$ cat src/rtl/mac_pkg.sv
// Shared state type, default widths and index helper for the mac scheduler.
// Latency: none; declarations only.
// Backpressure: not applicable.
package mac_pkg;

  localparam int unsigned DEF_DATA_WIDTH = 32;
  localparam int unsigned DEF_ADDR_LINES = 5;
  localparam int unsigned MAX_REQ        = 8;

  typedef enum logic [2:0] {
    IDLE,
    STREAM,
    WAIT_BUSY,
    WAIT_IDLE,
    RESP
  } sched_state_e;

  // Index of the set bit of a one-hot vector (zero when no bit is set).
  function automatic logic [2:0] onehot_to_idx(input logic [MAX_REQ-1:0] oh);
    logic [2:0] idx;
    idx = '0;
    for (int i = 0; i < MAX_REQ; i++) begin
      if (oh[i]) idx = 3'(i);
    end
    return idx;
  endfunction

endpackage

$ cat src/rtl/mac_rr_scheduler_rr_arbiter.sv
// Stateless round-robin pick: first request at or after ptr_i, wrapping.
// Latency: purely combinational.
// Backpressure: none; the caller decides when the grant is taken.
module rr_arbiter #(
  parameter int unsigned N  = 4,
  parameter int unsigned PW = (N > 1) ? $clog2(N) : 1
) (
  input  logic [N-1:0]  req_i,
  input  logic [PW-1:0] ptr_i,
  output logic [N-1:0]  gnt_o
);

  logic [N-1:0] req_rot;
  logic [N-1:0] gnt_rot;

  // Position i of the rotated view corresponds to requester (i + ptr) mod N.
  function automatic logic [PW-1:0] wrap(input int i, input logic [PW-1:0] p);
    return PW'((i + int'(p)) % int'(N));
  endfunction

  // Rotate so the pointer sits at bit 0, isolate the lowest set bit, rotate back.
  always_comb begin
    req_rot = '0;
    gnt_o   = '0;
    for (int i = 0; i < N; i++) begin
      req_rot[i] = req_i[wrap(i, ptr_i)];
    end
    gnt_rot = req_rot & (-req_rot);
    for (int i = 0; i < N; i++) begin
      gnt_o[wrap(i, ptr_i)] = gnt_rot[i];
    end
  end

endmodule

$ cat src/rtl/mac_rr_scheduler.sv
// Round-robin front end sharing one mac engine between NUM_REQ requesters.
// Latency: grant 1 cycle after request; samples pass through combinationally; response 1 cycle after engine idle.
// Backpressure: owner ready follows !mac_full_i; response held until the owner's res_ready_i.
module mac_rr_scheduler
  import mac_pkg::*;
#(
  parameter int unsigned DATA_WIDTH     = DEF_DATA_WIDTH,
  parameter int unsigned ADDR_LINES     = DEF_ADDR_LINES,
  parameter int unsigned NUM_REQ        = 4,
  parameter int unsigned TIMEOUT_CYCLES = 1024
) (
  input  logic                          clk_i,
  input  logic                          rstn_i,
  input  logic [NUM_REQ-1:0]            req_i,
  input  logic [NUM_REQ*ADDR_LINES-1:0] terms_i,
  input  logic [NUM_REQ*DATA_WIDTH-1:0] data_i,
  input  logic [NUM_REQ-1:0]            valid_i,
  input  logic [NUM_REQ-1:0]            last_i,
  output logic [NUM_REQ-1:0]            ready_o,
  output logic [NUM_REQ-1:0]            grant_o,
  output logic [NUM_REQ-1:0]            res_valid_o,
  input  logic [NUM_REQ-1:0]            res_ready_i,
  output logic [DATA_WIDTH-1:0]         result_o,
  output logic                          err_o,
  output logic [DATA_WIDTH-1:0]         mac_signal_o,
  output logic                          mac_wr_en_o,
  output logic                          mac_last_o,
  output logic [ADDR_LINES-1:0]         mac_terms_o,
  input  logic                          mac_full_i,
  input  logic                          mac_idle_i,
  input  logic [DATA_WIDTH-1:0]         mac_result_i
);

  localparam int unsigned IW = (NUM_REQ > 1) ? $clog2(NUM_REQ) : 1;
  localparam int unsigned TW = (TIMEOUT_CYCLES > 1) ? $clog2(TIMEOUT_CYCLES) : 1;
  localparam logic [TW-1:0] TMAX = TW'(TIMEOUT_CYCLES - 1);

  sched_state_e          state_q, state_d;
  logic [NUM_REQ-1:0]    grant_q, grant_d;
  logic [IW-1:0]         ptr_q, ptr_d;
  logic [ADDR_LINES-1:0] terms_q, terms_d;
  logic [TW-1:0]         timer_q, timer_d;
  logic [NUM_REQ-1:0]    res_vld_q, res_vld_d;
  logic [DATA_WIDTH-1:0] result_q, result_d;
  logic                  err_q, err_d;

  logic [NUM_REQ-1:0]    arb_gnt;
  logic [IW-1:0]         arb_idx;
  logic [IW-1:0]         own_idx;

  logic [DATA_WIDTH-1:0] data_arr  [NUM_REQ];
  logic [ADDR_LINES-1:0] terms_arr [NUM_REQ];

  for (genvar k = 0; k < NUM_REQ; k++) begin : g_unpack
    assign data_arr[k]  = data_i[k*DATA_WIDTH +: DATA_WIDTH];
    assign terms_arr[k] = terms_i[k*ADDR_LINES +: ADDR_LINES];
  end

  rr_arbiter #(
    .N  (NUM_REQ),
    .PW (IW)
  ) u_arb (
    .req_i (req_i),
    .ptr_i (ptr_q),
    .gnt_o (arb_gnt)
  );

  assign arb_idx = IW'(onehot_to_idx(MAX_REQ'(arb_gnt)));
  assign own_idx = IW'(onehot_to_idx(MAX_REQ'(grant_q)));

  assign grant_o     = grant_q;
  assign res_valid_o = res_vld_q;
  assign result_o    = result_q;
  assign err_o       = err_q;
  assign mac_terms_o = terms_q;

  // Sample path: only the owner is connected to the engine, and only while streaming.
  always_comb begin
    ready_o      = '0;
    mac_wr_en_o  = 1'b0;
    mac_signal_o = '0;
    mac_last_o   = 1'b0;
    if (state_q == STREAM) begin
      ready_o      = grant_q & {NUM_REQ{!mac_full_i}};
      mac_wr_en_o  = valid_i[own_idx] & !mac_full_i;
      mac_signal_o = data_arr[own_idx];
      mac_last_o   = last_i[own_idx] & mac_wr_en_o;
    end
  end

  // Job sequencing: arbitrate, stream, wait for the engine to run, return the result.
  always_comb begin
    state_d   = state_q;
    grant_d   = grant_q;
    ptr_d     = ptr_q;
    terms_d   = terms_q;
    timer_d   = timer_q;
    res_vld_d = res_vld_q;
    result_d  = result_q;
    err_d     = err_q;
    unique case (state_q)
      IDLE: begin
        if (|req_i) begin
          grant_d = arb_gnt;
          terms_d = terms_arr[arb_idx];
          state_d = STREAM;
        end
      end
      STREAM: begin
        if (mac_last_o) begin
          timer_d = '0;
          state_d = WAIT_BUSY;
        end
      end
      WAIT_BUSY: begin
        if (!mac_idle_i) begin
          timer_d = '0;
          state_d = WAIT_IDLE;
        end else if (timer_q == TMAX) begin
          result_d  = '0;
          err_d     = 1'b1;
          res_vld_d = grant_q;
          state_d   = RESP;
        end else begin
          timer_d = timer_q + TW'(1);
        end
      end
      WAIT_IDLE: begin
        if (mac_idle_i) begin
          result_d  = mac_result_i;
          err_d     = 1'b0;
          res_vld_d = grant_q;
          state_d   = RESP;
        end else if (timer_q == TMAX) begin
          result_d  = '0;
          err_d     = 1'b1;
          res_vld_d = grant_q;
          state_d   = RESP;
        end else begin
          timer_d = timer_q + TW'(1);
        end
      end
      RESP: begin
        // Re-arbitration happens in IDLE, so the next grant lands one cycle later.
        if (|(res_vld_q & res_ready_i)) begin
          res_vld_d = '0;
          grant_d   = '0;
          err_d     = 1'b0;
          ptr_d     = (own_idx == IW'(NUM_REQ - 1)) ? '0 : own_idx + IW'(1);
          state_d   = IDLE;
        end
      end
      default: state_d = IDLE;
    endcase
  end

  // State register; reset drops any job in flight without a response.
  always_ff @(posedge clk_i or negedge rstn_i) begin
    if (!rstn_i) begin
      state_q   <= IDLE;
      grant_q   <= '0;
      ptr_q     <= '0;
      terms_q   <= '0;
      timer_q   <= '0;
      res_vld_q <= '0;
      result_q  <= '0;
      err_q     <= 1'b0;
    end else begin
      state_q   <= state_d;
      grant_q   <= grant_d;
      ptr_q     <= ptr_d;
      terms_q   <= terms_d;
      timer_q   <= timer_d;
      res_vld_q <= res_vld_d;
      result_q  <= result_d;
      err_q     <= err_d;
    end
  end

endmodule

$ cat config.mk
export PLATFORM = sky130hd
export DESIGN_NAME = mac_rr_scheduler
export DESIGN_NICKNAME = d
export VERILOG_FILES = /design/src/rtl/mac_pkg.sv /design/src/rtl/mac_rr_scheduler_rr_arbiter.sv /design/src/rtl/mac_rr_scheduler.sv
export SDC_FILE = /design/constraint.sdc
export NUM_CORES = 1
export LEC_CHECK = 0
export ABC_AREA = 0
export CORE_MARGIN = 2
export CORE_UTILIZATION = 35
export CTS_BUF_LIST = sky130_fd_sc_hd__clkbuf_4
export DETAILED_ROUTE_END_ITERATION = 16
export PLACE_DENSITY = 0.89
export SETUP_SLACK_MARGIN = 0.1
export SLEW_MARGIN = 0
export SYNTH_ARGS = -nofsm -noshare
export SYNTH_HDL_FRONTEND = slang
export SYNTH_SLANG_ARGS = --single-unit
$ cat constraint.sdc
create_clock -name clk_i -period 7 [get_ports clk_i]
set_input_delay 1.4 -clock clk_i [delete_from_list [all_inputs] [get_ports clk_i]]
set_output_delay 1.4 -clock clk_i [all_outputs]
set_load 0.05 [all_outputs]
## Yosys cells after proc, flatten, opt, wreduce, memory -nomap -nowiden

Index checks and enable logic that the tools add are counted.

| word-level totals | value |
|---|---|
| logic and storage cells | 131 |
| flip-flop bits (word level) | 61 |
| input port bits | 200 |
| output and inout port bits | 84 |

| operators by class | value |
|---|---|
| reductions and logical operators | 19 |
| add/sub/neg operators | 6 |
| multiplexer cells | 68 |
| $lt $le $gt $ge | 11 |
| equal/unequal tests | 11 |
| bitwise gates (word level) | 8 |

Operators with widths:

| kind | number |
|---|---|
| $mux 32 | 6 |
| $bmux 32 s2 | 1 |
| $pmux 32 s2 | 1 |
| $mux 10 | 4 |
| $pmux 10 s3 | 1 |
| $mux 4 | 6 |
| $mux 1 | 18 |
| $mux 3 | 6 |
| $and 4x4->4 | 4 |
| $lt 2x3->1 const B | 5 |
| $pmux 3 s5 | 1 |
| $bmux 1 s2 | 6 |
| $bwmux 4 | 3 |
| $pmux 4 s3 | 1 |
| $reduce_and 3->1 | 4 |
| $add 10x1->10 const B | 1 |
| $bmux 5 s2 | 1 |
| $eq 10x10->1 const B | 1 |
| $mux 2 | 5 |
| $mux 5 | 2 |
| $ne 2x2->1 const B | 5 |
| $demux 1 s2 | 4 |
| $ge 2x1->1 const B | 4 |
| $pmux 4 s2 | 1 |
| 19 further kinds | 32 |

## Depth between registers and ports, before layout

| logic depth | value |
|---|---|
| depth in word-level cells | 16 |
| depth in mapped cells | 10 |
| mapped depth without buffers | 8 |

## Hierarchy

From an unflattened synthesis, not the netlist that was laid out.

| second synthesis, totals | value |
|---|---|
| cells, all modules | 483 |
| area, all modules | 4403.0 um^2 |

By module, submodules not included:

| module | area an instance (um^2) | cells each | times used | sequential area each (um^2) |
|---|---|---|---|---|
| mac_rr_scheduler | 4025.1 | 445 | 1 | 1526.5 |
| rr_arbiter | 377.9 | 38 | 1 | 0.0 |

## Worst setup path before layout

Ideal clock, no wire load.

| path | value |
|---|---|
| path kind | input port to output port |
| start point | in valid_i[1] |
| end point | out mac_last_o |
| cell stages on the path | 4 |
| buffers on the path | 0 |
| arrival time | 2.997 ns |
| required time | 5.600 ns |
| slack | 2.603 ns |
| cells stage by stage | mux2i_1 -> a211oi_1 -> a21oi_1 -> nor3_1 |

| between the ends | value |
|---|---|
| cells in the longest elaborated chain, start to end | 5 |

Ends and longest elaborated chain:

| element | line | text |
|---|---|---|
| start: declaration | mac_rr_scheduler.sv:17 | `input logic [NUM_REQ-1:0] valid_i,` |
| $bmux 1 s2 | mac_rr_scheduler.sv:85 | `mac_wr_en_o = valid_i[own_idx] & !mac_full_i;` |
| $mux 1 (not written as such) | mac_rr_scheduler.sv:85 |  |
| $and 1x1->1 | mac_rr_scheduler.sv:85 |  |
| $and 1x1->1 | mac_rr_scheduler.sv:87 | `mac_last_o = last_i[own_idx] & mac_wr_en_o;` |
| $mux 1 | mac_rr_scheduler.sv:83 | `if (state_q == STREAM) begin` |
| end: declaration | mac_rr_scheduler.sv:27 | `output logic mac_last_o,` |

No other way between the ends. The select of a mux whose other input is x is not followed.

## Worst setup path after layout

| path | value |
|---|---|
| start point | in mac_full_i |
| end point | out ready_o[0] |

| between the ends | value |
|---|---|
| cells in the longest elaborated chain, start to end | 3 |

Ends and longest elaborated chain:

| element | line | text |
|---|---|---|
| start: declaration | mac_rr_scheduler.sv:29 | `input logic mac_full_i,` |
| $logic_not 1->1 | mac_rr_scheduler.sv:84 | `ready_o = grant_q & {NUM_REQ{!mac_full_i}};` |
| $and 4x4->4 | mac_rr_scheduler.sv:84 |  |
| $mux 4 | mac_rr_scheduler.sv:83 |  |
| end: declaration | mac_rr_scheduler.sv:19 | `output logic [NUM_REQ-1:0] ready_o,` |

No other way between the ends.

==> metrics.txt <==
TritonCTS Sinks a little over 60; mux contribution to synthesized area between 10% and 20%; count of final setup violators 0; chip width ~120 um; GRT busiest layer met2; Pwr Total 3480 uW; syn_area_per_cell approximately 8.4 um2; pin slew with the least headroom to its limit a little under 0.9 ns; worst r2r path cells 8; clk root buf clkbuf_4; number of synthesized flops with an enable pin 0; Compound-Gate Fraction of Synth Area a little over a quarter; Final HPWL DP ~12 mm; initial antenna violation count 0; Syn Nets slightly above 700; period utilization 73.4%; largest family of logic cells by synthesized area compound AO/OA/AOI/OAI gates; # DRC 0; total vias in the final route 4961; CP Launch Type primary input; Slew headroom 39.8%; LEAKAGE roughly 0.0031 uW; Arr. time, crit path between 3 and 4 ns; Die Y-Extent around 120 um; CTS tree built; fin area ~7500 um2; WL per Instance ~16 um; fraction of layout cells with a size suffix above 1 between 6 and 7%; ys async rst share between 90% and 100%; pwr dens about 470 nW/um2; initial core utilization 36.1%; IO Port Bufs 283; xor/xnor share of the synthesized area under 10%; status completed; setup total negative slack 0 ns; MaxCap Viol Count 0; GPL Wtd Cong between 0.9 and 1; antenna fix cells 0; CP max FO 6; largest net degree at the start of global routing 74; Final ANT Viol Nets 0; fmax around 190 MHz; Final nets 985; first-pass GRT wire length 23.2 mm; Synth Flop Type dfrtp_1; Post-DP Area between 7000 and 8000 um2; cts repair resizes 0; Min-Delay Path Depth 1; worst r2r src ptr_q[0]$_DFFE_PN0P_; Post-Synth Simple-Gate Area 18.5%; flops & latches, synth slightly above 60; Die Area 13400 um2; row count 40; area of the mapped netlist between 4000 and 5000 um2; RSZ-0062 raised after global routing false; Layout Area Growth over Synthesis 71.0%; most frequent cells in the layout 282 x clkdlybuf4s50_1, 111 x nor2_1, 78 x a21oi_1; Peak VDD IR 0.226 mV; Fin Clk Skew 0.00784 ns; Hold Violations, Final 0; met2 Track Usage GR about 40%; GRT overflow 0; reg2reg end mac_terms_o[0]$_DFFE_PN0P_; Seq/Total Area, Yosys between 30% and 40%; worst min-delay path class flop to flop; worst-skew pair later-pin latency between 0.4 and 0.5 ns; GRT Total Usage 22.1%; I/O pins roughly 280; final wirelength ~15 mm; Reg clk slew, reported paths 0.10 ns; Setup crit end kind output port; Post-CTS Setup Bufs 0; Synth Area in Adders between 2 and 2.5%; Pins Over Slew Limit 0; DRT iter0 DRCs roughly 290; GR Util met1 approximately a quarter; cells after synthesis between 500 and 600; post-synth cell types 56; CTS Buffer Depth 2; Crit path required time between 5 and 6 ns; most common cell after layout, fill and taps aside clkdlybuf4s50_1; vias in the first global route approximately 4600; R2R Setup Slk between 3 and 4 ns; clock buffer count from CTS 9; crit path time final 5.14 ns; M3 GR Usage 5.28%; vias per inst between 5 and 6; Fillers approximately 1000; Post-CTS Hold Buffers 0; Core Footprint ~12000 um2; htree depth 3; Worst Hold End result_o[31]$_DFFE_PN0P_; Synth Warn # 0; CP Class primary input to output port; Pre-Repair DR Iteration Count 6; hold path startpoint result_o[31]$_DFFE_PN0P_
-- worst max-delay path by stage --
| stage | endpoint | startpoint | slack, ns | cells after the start |
|---|---|---|---|---|
| 2_1_floorplan | mac_last_o | valid_i[1] | 2.60 | 4 |
| 6_report | ready_o[0] | mac_full_i | 1.86 | 4 |
| 4_1_cts | ready_o[0] | mac_full_i | 1.77 | 4 |
| 3_5_place_dp | ready_o[0] | mac_full_i | 1.77 | 4 |
| 3_3_place_gp | mac_last_o | valid_i[1] | 1.78 | 6 |
| 5_1_grt | mac_last_o | valid_i[0] | 1.73 | 6 |
-- registers in the layout (all words and copies together) (netlist names) --
signal       count
mac_terms_o      5
ptr_q            2
grant_o          4
state_q          3
timer_q         10
err_o            1
res_valid_o      4
result_o        32
-- routing by layer --
metal | vias to the layer above | wire (um)
li1 | 2405 | -
met5 | - | 0
met4 | 0 | 372
met2 | 231 | 7930
met3 | 23 | 1330
met1 | 2302 | 5750
-- report_power, final --
part | switching [uW] | total [uW] | internal (uW)
combinational | 1680 | 2580 | 904
sequential | 94.4 | 584 | 489
clock | 131 | 316 | 185
total | 1910 | 3480 | 1580
-- stage by stage --
stage               setup slack [ns]  utilization, %  hold slack, ns  instances
finish                          1.86            61.7           0.503        950
detailed placement              1.77            60.2           0.481        934
global route                    1.73            61.7           0.524        950
global placement                1.78            60.2           0.482        934
CTS                             1.77            61.7           0.511        950
floorplan                       2.60               -           0.463        519
-- final cells by class --
class | count | area (um2) | share of cell area, %
inverters | 12 | 45.0 | 0.603
clock buffers | 10 | 75.1 | 1.00
clock inverters | 6 | 111 | 1.49
flip-flops and latches | 61 | 1530 | 20.5
repair buffers | 289 | 2870 | 38.4
multi-input cells | 404 | 2630 | 35.2
well taps | 168 | 210 | 2.81
-- cells by family after synthesis --
group / Yosys count
fa+ha+maj: 8
compound gates: 170
buf+inv: 54
xor+xnor: 5
simple gates: 178
mux: 43
flops: 61
-- critical path, stage by stage --
cell             delay, ns
clkdlybuf4s50_1       0.50
nor4b_1               0.78
and2_1                0.24
clkdlybuf4s50_1       0.82
-- cells in the mapped netlist (2+ instances only) --
| cell type | count | area, um2 |
|---|---|---|
| and3_1 | 6 | 37.5 |
| nand3b_1 | 3 | 22.5 |
| a211o_1 | 4 | 35.0 |
| buf_1 | 5 | 18.8 |
| xor2_1 | 5 | 43.8 |
| nand3_1 | 9 | 45.0 |
| a211oi_2 | 5 | 62.6 |
| ha_1 | 8 | 100 |
| o21ai_0 | 7 | 35.0 |
| a22o_1 | 41 | 359 |
| nor3b_1 | 6 | 45.0 |
| mux2i_1 | 36 | 360 |
| dfrtp_1 | 61 | 1530 |
| a21oi_1 | 78 | 390 |
| a31oi_1 | 2 | 12.5 |
| nand4_1 | 7 | 43.8 |
| nor3_1 | 3 | 15.0 |
| nor2b_1 | 2 | 12.5 |
| o21ai_2 | 5 | 43.8 |
| nor2_1 | 112 | 420 |
| mux4_2 | 3 | 67.6 |
| o21ai_1 | 4 | 20.0 |
| a31o_2 | 2 | 17.5 |
| inv_1 | 12 | 45.0 |
| buf_4 | 2 | 15.0 |
| and2_1 | 6 | 37.5 |
| clkbuf_1 | 30 | 113 |
| buf_2 | 4 | 20.0 |
| mux2_2 | 3 | 33.8 |
| a22oi_1 | 7 | 52.6 |
| nand2_1 | 16 | 60.1 |
No activity file was read; power rests on OpenSTA's default activity.
